### src/rtl/pipe_hazard_ctrl_pkg.sv
// pipe_ctrl_pkg: shared state encoding and default parameters for the hazard controller
package pipe_ctrl_pkg;
  typedef enum logic [1:0] {RUN, MEM_WAIT, ERR} state_t;
  localparam int CNT_W_DEF = 32;
  localparam int MEM_TIMEOUT_DEF = 1024;
endpackage

### src/rtl/pipe_hazard_ctrl_if.sv
// pipe_hazard_ctrl_if: hazard inputs, pipeline freeze/flush controls and perf counters
interface pipe_hazard_ctrl_if
  import pipe_ctrl_pkg::*;
#(
  parameter int CNT_W = CNT_W_DEF
);
  logic hazard_i;
  logic branch_taken_i;
  logic mem_req_i;
  logic mem_ready_i;
  logic freeze_pc_o;
  logic freeze_if_o;
  logic flush_if_o;
  logic flush_id_o;
  logic freeze_back_o;
  logic mem_err_o;
  logic [CNT_W-1:0] stall_cyc_o;
  logic [CNT_W-1:0] br_flush_o;
  logic [CNT_W-1:0] hz_bubble_o;
  modport master (
    output hazard_i, branch_taken_i, mem_req_i, mem_ready_i,
    input  freeze_pc_o, freeze_if_o, flush_if_o, flush_id_o, freeze_back_o, mem_err_o,
    input  stall_cyc_o, br_flush_o, hz_bubble_o
  );
  modport slave (
    input  hazard_i, branch_taken_i, mem_req_i, mem_ready_i,
    output freeze_pc_o, freeze_if_o, flush_if_o, flush_id_o, freeze_back_o, mem_err_o,
    output stall_cyc_o, br_flush_o, hz_bubble_o
  );
endinterface

### src/rtl/pipe_hazard_ctrl_perf.sv
// pipe_hazard_perf: three wrapping event counters for stall, branch flush and hazard bubble cycles
module pipe_hazard_perf #(
  parameter int CNT_W = 32
) (
  input  logic             clk,
  input  logic             rst,
  input  logic             inc_stall,
  input  logic             inc_br,
  input  logic             inc_hz,
  output logic [CNT_W-1:0] stall_cyc,
  output logic [CNT_W-1:0] br_flush,
  output logic [CNT_W-1:0] hz_bubble
);
  // count one per strobed cycle, wrapping naturally at 2^CNT_W
  always_ff @(posedge clk or posedge rst)
    if (rst) begin
      stall_cyc <= '0;
      br_flush  <= '0;
      hz_bubble <= '0;
    end else begin
      stall_cyc <= stall_cyc + CNT_W'(inc_stall);
      br_flush  <= br_flush + CNT_W'(inc_br);
      hz_bubble <= hz_bubble + CNT_W'(inc_hz);
    end
endmodule

### src/rtl/pipe_hazard_ctrl.sv
// pipe_hazard_ctrl: merges hazard/branch/cache-wait into pipeline freeze/flush; perf counters under PIPE_HAZARD_CTRL_PERF_EN
module pipe_hazard_ctrl
  import pipe_ctrl_pkg::*;
#(
  parameter int MEM_TIMEOUT = MEM_TIMEOUT_DEF,
  parameter int CNT_W       = CNT_W_DEF
) (
  input logic              clk,
  input logic              rst,
  pipe_hazard_ctrl_if.slave bus
);
  localparam int WC_W = (MEM_TIMEOUT == 0) ? 1 : $clog2(MEM_TIMEOUT + 1);
  state_t          state;
  logic [WC_W-1:0] wait_cnt;
  logic            mem_err;
  logic            mem_stall;
  logic            br_flush;
  logic            hz_bubble;
  assign mem_stall = (state == RUN && bus.mem_req_i && !bus.mem_ready_i) ||
                     (state == MEM_WAIT && !bus.mem_ready_i) || state == ERR;
  assign br_flush  = !mem_stall && bus.branch_taken_i;
  assign hz_bubble = !mem_stall && !bus.branch_taken_i && bus.hazard_i;
  assign bus.freeze_pc_o   = mem_stall || hz_bubble;
  assign bus.freeze_if_o   = mem_stall || hz_bubble;
  assign bus.flush_if_o    = br_flush;
  assign bus.flush_id_o    = br_flush || hz_bubble;
  assign bus.freeze_back_o = mem_stall;
  assign bus.mem_err_o     = mem_err;
  // bounded cache wait: count stalled cycles and trap into a sticky error on timeout
  always_ff @(posedge clk or posedge rst)
    if (rst) begin
      state    <= RUN;
      wait_cnt <= '0;
      mem_err  <= 1'b0;
    end else begin
      case (state)
        RUN:
          if (bus.mem_req_i && !bus.mem_ready_i) begin
            state    <= MEM_WAIT;
            wait_cnt <= WC_W'(1);
          end
        MEM_WAIT:
          if (bus.mem_ready_i) begin
            state    <= RUN;
            wait_cnt <= '0;
          end else if (MEM_TIMEOUT != 0 && wait_cnt == WC_W'(MEM_TIMEOUT)) begin
            state   <= ERR;
            mem_err <= 1'b1;
          end else if (wait_cnt != '1) begin
            wait_cnt <= wait_cnt + 1'b1;
          end
        default: begin
          state   <= ERR;
          mem_err <= 1'b1;
        end
      endcase
    end
`ifdef PIPE_HAZARD_CTRL_PERF_EN
  pipe_hazard_perf #(.CNT_W(CNT_W)) u_perf (
    .clk       (clk),
    .rst       (rst),
    .inc_stall (mem_stall),
    .inc_br    (br_flush),
    .inc_hz    (hz_bubble),
    .stall_cyc (bus.stall_cyc_o),
    .br_flush  (bus.br_flush_o),
    .hz_bubble (bus.hz_bubble_o)
  );
`else
  assign bus.stall_cyc_o = '0;
  assign bus.br_flush_o  = '0;
  assign bus.hz_bubble_o = '0;
`endif
endmodule

### src/flat_wrapper.sv
// flat-port wrapper written by rule: the top's interface ports become plain ports
module pipe_hazard_ctrl_flat import pipe_ctrl_pkg::*;
#(
  parameter int MEM_TIMEOUT = MEM_TIMEOUT_DEF,
  parameter int CNT_W       = CNT_W_DEF
)
  (clk, rst, bus_hazard_i, bus_branch_taken_i, bus_mem_req_i, bus_mem_ready_i, bus_freeze_pc_o, bus_freeze_if_o, bus_flush_if_o, bus_flush_id_o, bus_freeze_back_o, bus_mem_err_o, bus_stall_cyc_o, bus_br_flush_o, bus_hz_bubble_o);
  pipe_hazard_ctrl_if #(.CNT_W(CNT_W)) bus_i ();
  input logic clk;
  input logic rst;
  input wire logic [$bits(bus_i.hazard_i)-1:0] bus_hazard_i;
  input wire logic [$bits(bus_i.branch_taken_i)-1:0] bus_branch_taken_i;
  input wire logic [$bits(bus_i.mem_req_i)-1:0] bus_mem_req_i;
  input wire logic [$bits(bus_i.mem_ready_i)-1:0] bus_mem_ready_i;
  output wire logic [$bits(bus_i.freeze_pc_o)-1:0] bus_freeze_pc_o;
  output wire logic [$bits(bus_i.freeze_if_o)-1:0] bus_freeze_if_o;
  output wire logic [$bits(bus_i.flush_if_o)-1:0] bus_flush_if_o;
  output wire logic [$bits(bus_i.flush_id_o)-1:0] bus_flush_id_o;
  output wire logic [$bits(bus_i.freeze_back_o)-1:0] bus_freeze_back_o;
  output wire logic [$bits(bus_i.mem_err_o)-1:0] bus_mem_err_o;
  output wire logic [$bits(bus_i.stall_cyc_o)-1:0] bus_stall_cyc_o;
  output wire logic [$bits(bus_i.br_flush_o)-1:0] bus_br_flush_o;
  output wire logic [$bits(bus_i.hz_bubble_o)-1:0] bus_hz_bubble_o;
  assign bus_i.hazard_i = bus_hazard_i;
  assign bus_i.branch_taken_i = bus_branch_taken_i;
  assign bus_i.mem_req_i = bus_mem_req_i;
  assign bus_i.mem_ready_i = bus_mem_ready_i;
  assign bus_freeze_pc_o = bus_i.freeze_pc_o;
  assign bus_freeze_if_o = bus_i.freeze_if_o;
  assign bus_flush_if_o = bus_i.flush_if_o;
  assign bus_flush_id_o = bus_i.flush_id_o;
  assign bus_freeze_back_o = bus_i.freeze_back_o;
  assign bus_mem_err_o = bus_i.mem_err_o;
  assign bus_stall_cyc_o = bus_i.stall_cyc_o;
  assign bus_br_flush_o = bus_i.br_flush_o;
  assign bus_hz_bubble_o = bus_i.hz_bubble_o;
  pipe_hazard_ctrl #(.MEM_TIMEOUT(MEM_TIMEOUT), .CNT_W(CNT_W)) u_core (.clk(clk), .rst(rst), .bus(bus_i));
endmodule
### config.mk
export PLATFORM = sky130hd
export DESIGN_NAME = pipe_hazard_ctrl_flat
export DESIGN_NICKNAME = d
export VERILOG_FILES = /design/src/rtl/pipe_hazard_ctrl_pkg.sv /design/src/rtl/pipe_hazard_ctrl_if.sv /design/src/rtl/pipe_hazard_ctrl_perf.sv /design/src/rtl/pipe_hazard_ctrl.sv /design/src/flat_wrapper.sv
export SDC_FILE = /design/constraint.sdc
export NUM_CORES = 1
export LEC_CHECK = 0
export CAP_MARGIN = 30
export CORE_MARGIN = 4
export CORE_UTILIZATION = 36
export DETAILED_ROUTE_END_ITERATION = 7
export PLACE_DENSITY = 0.81
export RECOVER_POWER = 25
export SETUP_SLACK_MARGIN = 0.3
export SLEW_MARGIN = 40
export SYNTH_ARGS = -nofsm -noshare
export SYNTH_HDL_FRONTEND = slang
export SYNTH_SLANG_ARGS = --single-unit
export TNS_END_PERCENT = 50
### constraint.sdc
create_clock -name clk -period 2.4 [get_ports clk]
set_input_delay 0.72 -clock clk [delete_from_list [all_inputs] [get_ports clk]]
set_output_delay 0.72 -clock clk [all_outputs]
set_load 0.01 [all_outputs]
**Word level (Yosys, flattened, before mapping)**

Index checks and enable logic that the tools add are counted.

- $add $sub $neg: 1
- Equal/unequal tests: 10
- Mux-type cells: 12
- Bitwise logic cells: 1
- Reduce and logical (&&, ||, !) cells: 19

Operator list:

| operator | count |
|---|---|
| $mux W11 | 4 |
| $pmux W11 S2 | 1 |
| $add A11 B1 Y11 const B | 1 |
| $eq A11 B11 Y1 const B | 1 |
| $ne A11 B11 Y1 const B | 1 |
| $ne A3 B3 Y1 const B | 3 |
| $logic_and A1 B1 Y1 | 7 |
| $mux W2 | 3 |
| $ne A2 B2 Y1 const B | 3 |
| $logic_or A1 B1 Y1 | 4 |
| $pmux W2 S2 | 1 |
| $reduce_and A4 Y1 | 1 |
| $logic_not A1 Y1 | 3 |
| $reduce_and A3 Y1 | 1 |
| $eq A2 B1 Y1 const B | 1 |
| $eq A2 B2 Y1 const B | 1 |
| $logic_not A2 Y1 | 1 |
| $mux W1 | 2 |
| $pmux W1 S2 | 1 |
| $reduce_and A2 Y1 | 1 |
| $reduce_bool A2 Y1 | 1 |
| $not A1 Y1 | 1 |

- Register bits: 14
- Output and inout bits: 102
- Word-level logic and storage cells: 46

**Longest topological paths before layout**

Gate-level depths: netlist of the first run.

- Depth after elaboration: 9
- Depth in mapped cells: 8
- Gate-level depth less buffers: 7

**Worst setup path before layout of the first run**

Ideal clock, no wire load.

- Kind: input -> output
- Start point: input port bus_mem_req_i
- End point: output port bus_freeze_pc_o
- Arrival time: 1537 ps
- Required time: 1680 ps
- Path slack: 143 ps
- Stages on the path: 4
- Cell sequence: o21ai_0 -> o21ai_0 -> a21o_1 -> buf_4

- Word-level cells in the longest chain between the ends: 8

RTL lines:

| what | line | text |
|---|---|---|
| from (decl) | flat_wrapper.sv:13 | `input wire logic [$bits(bus_i.mem_req_i)-1:0] bus_mem_req_i;` |
| $logic_and A1 B1 Y1 * (2 in series) | pipe_hazard_ctrl.sv:19 | `assign mem_stall = (state == RUN && bus.mem_req_i && !bus.mem_ready_i) \|\|` |
| $logic_or A1 B1 Y1 * | pipe_hazard_ctrl.sv:19 |  |
| $logic_or A1 B1 Y1 * | pipe_hazard_ctrl.sv:20 | `(state == MEM_WAIT && !bus.mem_ready_i) \|\| state == ERR;` |
| via bus_freeze_back_o | flat_wrapper.sv:19 | `output wire logic [$bits(bus_i.freeze_back_o)-1:0] bus_freeze_back_o;` |
| $logic_not A1 Y1 | pipe_hazard_ctrl.sv:22 | `assign hz_bubble = !mem_stall && !bus.branch_taken_i && bus.hazard_i;` |
| $logic_and A1 B1 Y1 (2 in series) | pipe_hazard_ctrl.sv:22 |  |
| $logic_or A1 B1 Y1 * | n/a |  |
| to (decl) | flat_wrapper.sv:15 | `output wire logic [$bits(bus_i.freeze_pc_o)-1:0] bus_freeze_pc_o;` |

The timed path passes the listed nets; every way through them passes the cells marked *.

**Final worst setup path of the first run**

- Start point: input port bus_mem_req_i
- End point: output port bus_freeze_pc_o

- Word-level cells in the longest chain between the ends: 8

RTL lines:

| what | line | text |
|---|---|---|
| $logic_and A1 B1 Y1 * (2 in series) | pipe_hazard_ctrl.sv:19 |  |
| $logic_or A1 B1 Y1 * | pipe_hazard_ctrl.sv:19 |  |
| $logic_or A1 B1 Y1 * | pipe_hazard_ctrl.sv:20 |  |
| $logic_not A1 Y1 | pipe_hazard_ctrl.sv:22 |  |
| $logic_and A1 B1 Y1 (2 in series) | pipe_hazard_ctrl.sv:22 |  |
| $logic_or A1 B1 Y1 * | pipe_hazard_ctrl.sv:23 | `assign bus.freeze_pc_o = mem_stall \|\| hz_bubble;` |

Mark *: on every way between the ends. The rest lies on a longest branch, timed or not.

==> impl_metrics.env, run 1 <==
export IMPL_postSynthCellCount=196
export IMPL_outcome="finished clean"
export IMPL_final_nets=224
export IMPL_stdcell_area_mm2=0.00148
export IMPL_post_cts_buffers=0
export IMPL_endpoint="bus_freeze_pc_o"
export IMPL_syn_to_final_growth_pct=-6.83
export IMPL_pin_count=108
export IMPL_synth_main_ff_cell="dfrtp_1"
export IMPL_rrSetupSlack_ps=390
export IMPL_yosysTopAreaCellShare_pct=45.7
export IMPL_placed_area_mm2=0.00144
export IMPL_gr_usage_all_layers_pct=8.22
export IMPL_rsz0062_at_grt="yes"
export IMPL_antenna_cells=0
export IMPL_clockRootBuffer="clkbuf_8"
export IMPL_fin_hold_ws_ps=477
export IMPL_finalPower_uw=526
export IMPL_fmax_mhz=481
export IMPL_max_clock_path_buffers=2
export IMPL_clk_pin_slew_ps=50
export IMPL_cts_tree="yes"
export IMPL_ctsHtreeMaxLevel=1
export IMPL_antenna_found_initial=0
export IMPL_finalSetupViolCount=0
export IMPL_yosysWarnings=0
export IMPL_period_share_pct=86.6
export IMPL_dieArea_mm2=0.00555
export IMPL_insertion_delay_ps=240
export IMPL_crit_type="input pin to output port"
export IMPL_worstSetupEndpointType="output port"
export IMPL_ant_nets=0
export IMPL_tightestPinTransition_ps=519
export IMPL_slew_headroom_pct=65.4
export IMPL_worstPathMaxFanout=4
export IMPL_yosysTopAreaCell="buf_4"
export IMPL_async_flop_share_pct=100
export IMPL_synthTopCellsByCount="97 x buf_4, 14 x dfrtp_1, 12 x nand2_1"
export IMPL_viasPerCell=3.94
export IMPL_syn_area_per_cell_um2=8.13
export IMPL_drive_gt1_share_pct=14.5
export IMPL_start_kind="input pin"
export IMPL_wl_per_cell_um=9.84
export IMPL_synth_edff_count=0
export IMPL_ys_seq_area_share_pct=22.0
export IMPL_powerDensity_mw_per_mm2=354
export IMPL_fin_skew_ps=0.917
export IMPL_die_x_um=74.5
export IMPL_synth_cell_types=31
export IMPL_finalWirelength_mm=2.60
export IMPL_cts_sink_count=14
export IMPL_synthTopCellsByArea="buf_4 46%, dfrtp_1 22%, nand2_1 2.8%"
export IMPL_layout_min_cycle_time_ps=2080
export IMPL_reg2reg_depth=7
export IMPL_cap_violations=0
export IMPL_hold_viol=0
export IMPL_grt_pass1_wl_mm=3.66
export IMPL_port_buffers=11
export IMPL_gp_congestion=0.897
export IMPL_dr_pass1_iters=4
export IMPL_drv_slew=0
export IMPL_leakage_uw=0.000776
export IMPL_startpoint="bus_mem_req_i"
export IMPL_grt_pass1_vias=875
export IMPL_numCtsBuffers=3
export IMPL_vias=1041
export IMPL_drc_errors=0
export IMPL_cts_hold_buffers=0
export IMPL_ys_ff_latch=14
export IMPL_grt_start_max_net_pins=15
export IMPL_synthMostInstantiatedCell="buf_4"
export IMPL_rr_endpoint="u_core.wait_cnt[10]"
export IMPL_drtIter0Drc=14
export IMPL_rows=23
export IMPL_initial_core_util_pct=38.4
export IMPL_synth_area_mm2=0.00159
export IMPL_design_core_area_mm2=0.00414
export IMPL_grt_overflow=0
export IMPL_dp_hpwl_mm=2.15
export IMPL_hp_class="register to register"
export IMPL_irDropWorstVdd_uv=265
export IMPL_required_ps=1680
export IMPL_r2r_start="u_core.wait_cnt[6]"
export IMPL_die_h_um=74.5
export IMPL_arrival_ps=1360
[what timing repair did]
item | 4_1_cts | 5_1_grt
hold endpoints to repair | 0 | 0
resized for setup | 33 | 5
pin swaps | 3 | 2
setup endpoints to repair | 7 | 4
[per-stage QoR]
| stage | util (%) | setup WS [ps] | instances | setup TNS, ps |
|---|---|---|---|---|
| after global routing | 35.8 | 281 | 264 | 0 |
| after detailed placement | 34.7 | -447 | 261 | -2070 |
| after global placement | 34.7 | -421 | 261 | -1970 |
| final | 35.8 | 321 | 264 | 0 |
| after floorplan | - | 327 | 291 | 0 |
| after CTS | 35.1 | 306 | 264 | 0 |
[state kept, by name, indices dropped and copies added (netlist names)]
signal / cells
u_core.wait_cnt: 11
u_core.state: 2
u_core.bus.mem_err_o: 1
[power breakdown]
group | switching, uW | internal, uW
logic | 85.2 | 11.2
clock network | 76.3 | 111
registers | 3.22 | 239
[critical path, stage by stage]
cell and delay, ps:
buf_6 100, o21ai_4 150, o21ai_4 90, a21o_1 160
buf_2 140
[kinds of logic (layout without fill, tap and decap cells)]
| kind of cell | count (synthesis) | after routing | share of synthesized area (%) |
|---|---|---|---|
| AO/OA/AOI/OAI | 25 | 25 | 10.4 |
| buffers and inverters | 107 | 30 | 48.5 |
| AND/OR/NAND/NOR | 46 | 46 | 16.7 |
| adder cells (fa/ha/maj) | 2 | 2 | 1.57 |
| other | 1 | 96 | 0.235 |
| flip-flops | 14 | 14 | 22.0 |
| multiplexers | 1 | 1 | 0.628 |
[cell type report]
cell class	instances	area [um^2]
Fill cell	436	2660
Tap cell	50	62.6
Inverter	9	33.8
Timing Repair Buffer	18	131
Sequential cell	14	352
Clock buffer	3	41.3
Multi-Input combinational cell	170	863
[worst min-delay path by stage]
| stage | startpoint | endpoint | slack, ps | cells after the start |
|---|---|---|---|---|
| final | u_core.bus.mem_err_o | u_core.bus.mem_err_o | 480 | 1 |
| after detailed placement | u_core.bus.mem_err_o | u_core.bus.mem_err_o | 460 | 1 |
| after floorplan | u_core.wait_cnt[8] | u_core.wait_cnt[8] | 470 | 1 |
| after global routing | u_core.bus.mem_err_o | u_core.bus.mem_err_o | 480 | 1 |
| after CTS | u_core.bus.mem_err_o | u_core.bus.mem_err_o | 480 | 1 |
| after global placement | u_core.bus.mem_err_o | u_core.bus.mem_err_o | 450 | 1 |
[placed cells by master (no fill, tap or decap), types with 3 or more instances in the layout]
master    count
nand2_1      12
inv_1         9
a31oi_1       6
buf_4         7
nand3_1       8
nor3_1        5
nor2_1        7
dfrtp_1      13
buf_2         6
clkbuf_8      3
conb_1       96
a21oi_1       5
o21ai_0       3
[routing by layer]
| metal | GRT usage, % | routed length (um) |
|---|---|---|
| met3 | 1.62 | 273 |
| met5 | 0 | 0 |
| met2 | 12.8 | 1370 |
| met1 | 10.9 | 925 |
| met4 | 3.95 | 28 |
Power figures use the tool's default switching activity.
==> inputs of run 2 (changes only) <==
PLACE_DENSITY = default   (was 0.81)
PLACE_DENSITY_LB_ADDON = 0.1   (was default)
==> impl_metrics.env, run 2 (synthesis results as in run 1) <==
export IMPL_gr_usage_all_layers_pct=10.1
export IMPL_slew_headroom_pct=61.0
export IMPL_finalWirelength_mm=3.06
export IMPL_layout_min_cycle_time_ps=2090
export IMPL_period_share_pct=87.1
export IMPL_fin_skew_ps=3.15
export IMPL_cts_sink_count=14
export IMPL_required_ps=1680
export IMPL_grt_util_met3_pct=2.03
export IMPL_drtIter0Drc=33
export IMPL_holdPathStages=1
export IMPL_gp_congestion=0.817
export IMPL_dp_slack_ps=-455
export IMPL_path_cells="buf_6 > o21ai_4 > o21ai_4 > a21o_1 > buf_2"
export IMPL_vias=1044
export IMPL_placed_cells=262
export IMPL_tightestPinTransition_ps=585
export IMPL_leakage_uw=0.000800
export IMPL_largest_reg_flops=11
export IMPL_grt_use_met1_pct=12.4
export IMPL_viasPerCell=3.91
export IMPL_grt_pass1_wl_mm=4.42
export IMPL_seqCellArea_um2=352
export IMPL_irDropWorstVdd_uv=238
export IMPL_max_clock_path_buffers=2
export IMPL_design_core_area_mm2=0.00414
export IMPL_finalSetupViolCount=0
export IMPL_drc_errors=0
export IMPL_cts_hold_buffers=0
export IMPL_crit_type="input pin to output port"
export IMPL_cts_tree="yes"
export IMPL_dr_pass1_iters=4
export IMPL_insertion_delay_ps=250
export IMPL_r2r_start="u_core.wait_cnt[6]"
export IMPL_placed_area_mm2=0.00145
export IMPL_min_delay_start="u_core.bus.mem_err_o"
export IMPL_cp_common_cell="o21ai_4"
export IMPL_path_delay_family="compound AO/OA/AOI/OAI gates"
export IMPL_busiest_layer="met2"
export IMPL_arrival_ps=1370
export IMPL_critPathMaxStageDelay_ps=180
export IMPL_drive_gt1_share_pct=15.2
export IMPL_hp_class="register to register"
export IMPL_layout_common_cells="96 x conb_1, 13 x dfrtp_1, 12 x nand2_1"
export IMPL_ant_nets=0
export IMPL_dp_hpwl_mm=2.43
export IMPL_clockRootBuffer="clkbuf_8"
export IMPL_grt_pass1_vias=926
export IMPL_dieArea_mm2=0.00555
export IMPL_initial_core_util_pct=38.4
export IMPL_syn_to_final_growth_pct=-4.16
export IMPL_final_common_cell="conb_1"
export IMPL_pin_count=108
export IMPL_worstSetupEndpointType="output port"
export IMPL_hold_viol=0
export IMPL_cap_violations=0
export IMPL_grt_overflow=0
export IMPL_outcome="finished clean"
export IMPL_start_kind="input pin"
export IMPL_antenna_cells=0
export IMPL_rsz0062_at_grt="yes"
export IMPL_clk_pin_slew_ps=60
export IMPL_fmax_mhz=479
export IMPL_antenna_found_initial=0
export IMPL_worstPathMaxFanout=4
export IMPL_worst_path_max_delay_cell="a21o_1"
export IMPL_startpoint="bus_mem_req_i"
export IMPL_die_h_um=74.5
export IMPL_die_x_um=74.5
export IMPL_use_met2_pct=18.0
export IMPL_path_depth=5
export IMPL_num_fill_cells=446
export IMPL_regMostFlops="u_core.wait_cnt"
export IMPL_final_nets=226
export IMPL_instances_no_fill=267
export IMPL_wl_per_cell_um=11.4
export IMPL_numCtsBuffers=3
export IMPL_fin_ws_ps=310
export IMPL_reg2reg_depth=6
export IMPL_rows=23
export IMPL_stdcell_area_mm2=0.00153
export IMPL_port_buffers=11
export IMPL_multi_input_area_um2=865
export IMPL_crit_buf_inv=2
export IMPL_drv_slew=0
export IMPL_ctsHtreeMaxLevel=1
export IMPL_powerDensity_mw_per_mm2=380
export IMPL_grt_start_max_net_pins=15
run 2: cell types whose count changed in the layout (fill, tap and decap cells not counted), sizes merged:
cell,change
clkbuf,+1
buf,+2
run 2: metrics by stage:
step | hold WS (ps) | total power [uW] | setup TNS (ps) | util, %
2_1_floorplan | 470 | 439 | 0 | -
3_3_place_gp | 455 | 339 | -2010 | 34.9
3_5_place_dp | 466 | 340 | -2090 | 34.9
4_1_cts | 482 | 582 | 0 | 36.0
5_1_grt | 500 | 613 | 0 | 36.8
6_report | 473 | 579 | 0 | 36.8
run 2: what timing repair did:
action,4_1_cts,5_1_grt
pin swaps,3,2
cloned,0,0
resized for setup,34,6
buffers inserted,1,0
endpoints found under the setup margin,8,8
run 2: layer usage:
metal | wire length (um) | vias up
li1 | - | 494
met1 | 1150 | 485
met2 | 1620 | 63
met3 | 284 | 2
met4 | 8 | 0
met5 | 0 | -
run 2: worst paths after layout:
| check | to | slack, ps |
|---|---|---|
| max | bus_freeze_if_o | 310 |
| min | u_core.bus.mem_err_o | 470 |
| max reg2reg | u_core.wait_cnt[2] | 410 |
| min reg2reg | u_core.bus.mem_err_o | 470 |
| max in group asynchronous | u_core.state[0] | 1020 |
| min in group asynchronous | u_core.wait_cnt[2] | 970 |
run 2: area by class of cell:
| cell class | instances | area share, % |
|---|---|---|
| Inverter | 9 | 2.21 |
| Multi-Input combinational cell | 170 | 56.6 |
| Tap cell | 50 | 4.10 |
| Sequential cell | 14 | 23.0 |
| Clock buffer | 4 | 3.61 |
| Timing Repair Buffer | 20 | 10.4 |
run 2: worst register-to-register path, stage by stage (launching register included):
cell and delay [ps]:
dfrtp_1 430, or4_4 600, nor4_4 280, nor3_2 70, buf_4 160, and2_4 190
a31oi_1 180
run 2: power breakdown:
group / total [uW] / switching [uW] / internal [uW]
registers: 242 / 3.28 / 239
logic: 97.6 / 85.5 / 12.1
clock network: 240 / 94.6 / 145
total: 579 / 183 / 396
==> inputs of run 3 (changes only) <==
SKIP_CTS_REPAIR_TIMING = 1   (was default)
==> impl_metrics.env, run 3 (synthesis results as in run 1) <==
export IMPL_hp_class="register to register"
export IMPL_fin_ws_ps=288
export IMPL_clk_pin_slew_ps=60
export IMPL_rsz0062_at_grt="yes"
export IMPL_startpoint="bus_mem_req_i"
export IMPL_final_nets=225
export IMPL_cp_common_cell="o21ai_4"
export IMPL_cap_violations=0
export IMPL_fmax_mhz=473
export IMPL_design_core_area_mm2=0.00414
export IMPL_irDropWorstVdd_uv=214
export IMPL_path_cells="buf_8 > o21ai_4 > o21ai_4 > a21o_1 > buf_2"
export IMPL_largest_reg_flops=11
export IMPL_numCtsBuffers=3
export IMPL_antenna_cells=0
export IMPL_worst_path_max_delay_cell="a21o_1"
export IMPL_dp_hpwl_mm=2.43
export IMPL_drc_errors=0
export IMPL_finalSetupViolCount=0
export IMPL_regMostFlops="u_core.wait_cnt"
export IMPL_die_h_um=74.5
export IMPL_required_ps=1680
export IMPL_finalWirelength_mm=3.02
export IMPL_antenna_found_initial=0
export IMPL_grt_overflow=0
export IMPL_critPathMaxStageDelay_ps=180
export IMPL_syn_to_final_growth_pct=-3.46
export IMPL_cts_tree="yes"
export IMPL_drtIter0Drc=35
export IMPL_grt_start_max_net_pins=15
export IMPL_finalSetupTns_ps=0
export IMPL_drv_slew=0
export IMPL_worstSetupEndpointType="output port"
export IMPL_leakage_uw=0.000830
export IMPL_grt_pass1_vias=904
export IMPL_drive_gt1_share_pct=13.4
export IMPL_wl_per_cell_um=11.4
export IMPL_gp_congestion=0.817
export IMPL_reg2reg_depth=6
export IMPL_worstPathMaxFanout=4
export IMPL_placed_cells=262
export IMPL_fin_hold_ws_ps=473
export IMPL_die_x_um=74.5
export IMPL_endpoint="bus_freeze_if_o"
export IMPL_dieArea_mm2=0.00555
export IMPL_port_buffers=11
export IMPL_rrSetupSlack_ps=400
export IMPL_dp_slack_ps=-455
export IMPL_arrival_ps=1390
export IMPL_viasPerCell=3.90
export IMPL_insertion_delay_ps=250
export IMPL_start_kind="input pin"
export IMPL_max_clock_path_buffers=2
export IMPL_period_share_pct=88.0
export IMPL_layout_common_cells="96 x conb_1, 14 x dfrtp_1, 12 x nand2_1"
export IMPL_outcome="finished clean"
export IMPL_ant_nets=0
export IMPL_final_common_cell="conb_1"
export IMPL_hold_viol=0
export IMPL_vias=1037
export IMPL_tightestPinTransition_ps=592
export IMPL_rr_endpoint="u_core.wait_cnt[2]"
export IMPL_clockRootBuffer="clkbuf_8"
export IMPL_slew_headroom_pct=60.5
export IMPL_fin_skew_ps=3.30
export IMPL_dr_pass1_iters=4
export IMPL_powerDensity_mw_per_mm2=378
export IMPL_layout_min_cycle_time_ps=2110
export IMPL_r2r_start="u_core.wait_cnt[6]"
export IMPL_crit_type="input pin to output port"
export IMPL_gr_usage_all_layers_pct=9.85
export IMPL_rows=23
export IMPL_grt_pass1_wl_mm=4.30
export IMPL_initial_core_util_pct=38.4
export IMPL_pin_count=108
export IMPL_instances_no_fill=266
export IMPL_ctsHtreeMaxLevel=1
export IMPL_cts_sink_count=14
[run 3: cell types whose count changed in the layout (fill, tap and decap cells not counted), moves of 2 or more]
cell / change
buf_2: -2
buf_6: -2
dlygate4sd2_1: -2
dlymetal6s2s_1: +4
[run 3: worst min path at each step]
stage / end / depth (start not counted) / startpoint
3_3_place_gp: u_core.bus.mem_err_o / 1 / u_core.bus.mem_err_o
3_5_place_dp: u_core.bus.mem_err_o / 1 / u_core.bus.mem_err_o
2_1_floorplan: u_core.wait_cnt[8] / 1 / u_core.wait_cnt[8]
5_1_grt: u_core.bus.mem_err_o / 1 / u_core.bus.mem_err_o
6_report: u_core.bus.mem_err_o / 1 / u_core.bus.mem_err_o
4_1_cts: u_core.bus.mem_err_o / 1 / u_core.bus.mem_err_o
[run 3: report_power, final]
| part | internal, uW | leakage, uW | switching [uW] | total, uW |
|---|---|---|---|---|
| sequential | 239 | 0.000163 | 3.28 | 242 |
| clock | 145 | 0.0000288 | 95.0 | 240 |
| combinational | 13.4 | 0.000638 | 85.7 | 99.1 |
| total | 397 | 0.000830 | 184 | 581 |
[run 3: worst max-delay path, delay by kind of cell]
| family | cells | cell delay, ps |
|---|---|---|
| AOI/OAI and AO/OA | 3 | 440 |
| buffers and inverters | 2 | 240 |
[run 3: final cells by class]
| type | count | area, um^2 |
|---|---|---|
| Clock buffer | 4 | 55.1 |
| Fill cell | 442 | 2610 |
| Inverter | 9 | 33.8 |
| Multi-Input combinational cell | 170 | 865 |
| Sequential cell | 14 | 350 |
| Tap cell | 50 | 62.6 |
| Timing Repair Buffer | 19 | 171 |
[run 3: through the flow]
stage          util, %  instance area (um^2)  power [uW]
6_report          37.1                  1540         581
5_1_grt           37.1                  1540         614
4_1_cts           36.2                  1500         584
3_5_place_dp      34.9                  1450         340
3_3_place_gp      34.9                  1450         339
2_1_floorplan        -                  1950         439
[run 3: metal layers]
layer	up-vias	track usage, %	share of wire, %
li1	494	-	-
met1	478	12.1	39
met2	63	17.5	52
met3	2	2.03	9.4
met4	0	2.57	0.26
met5	-	0	0
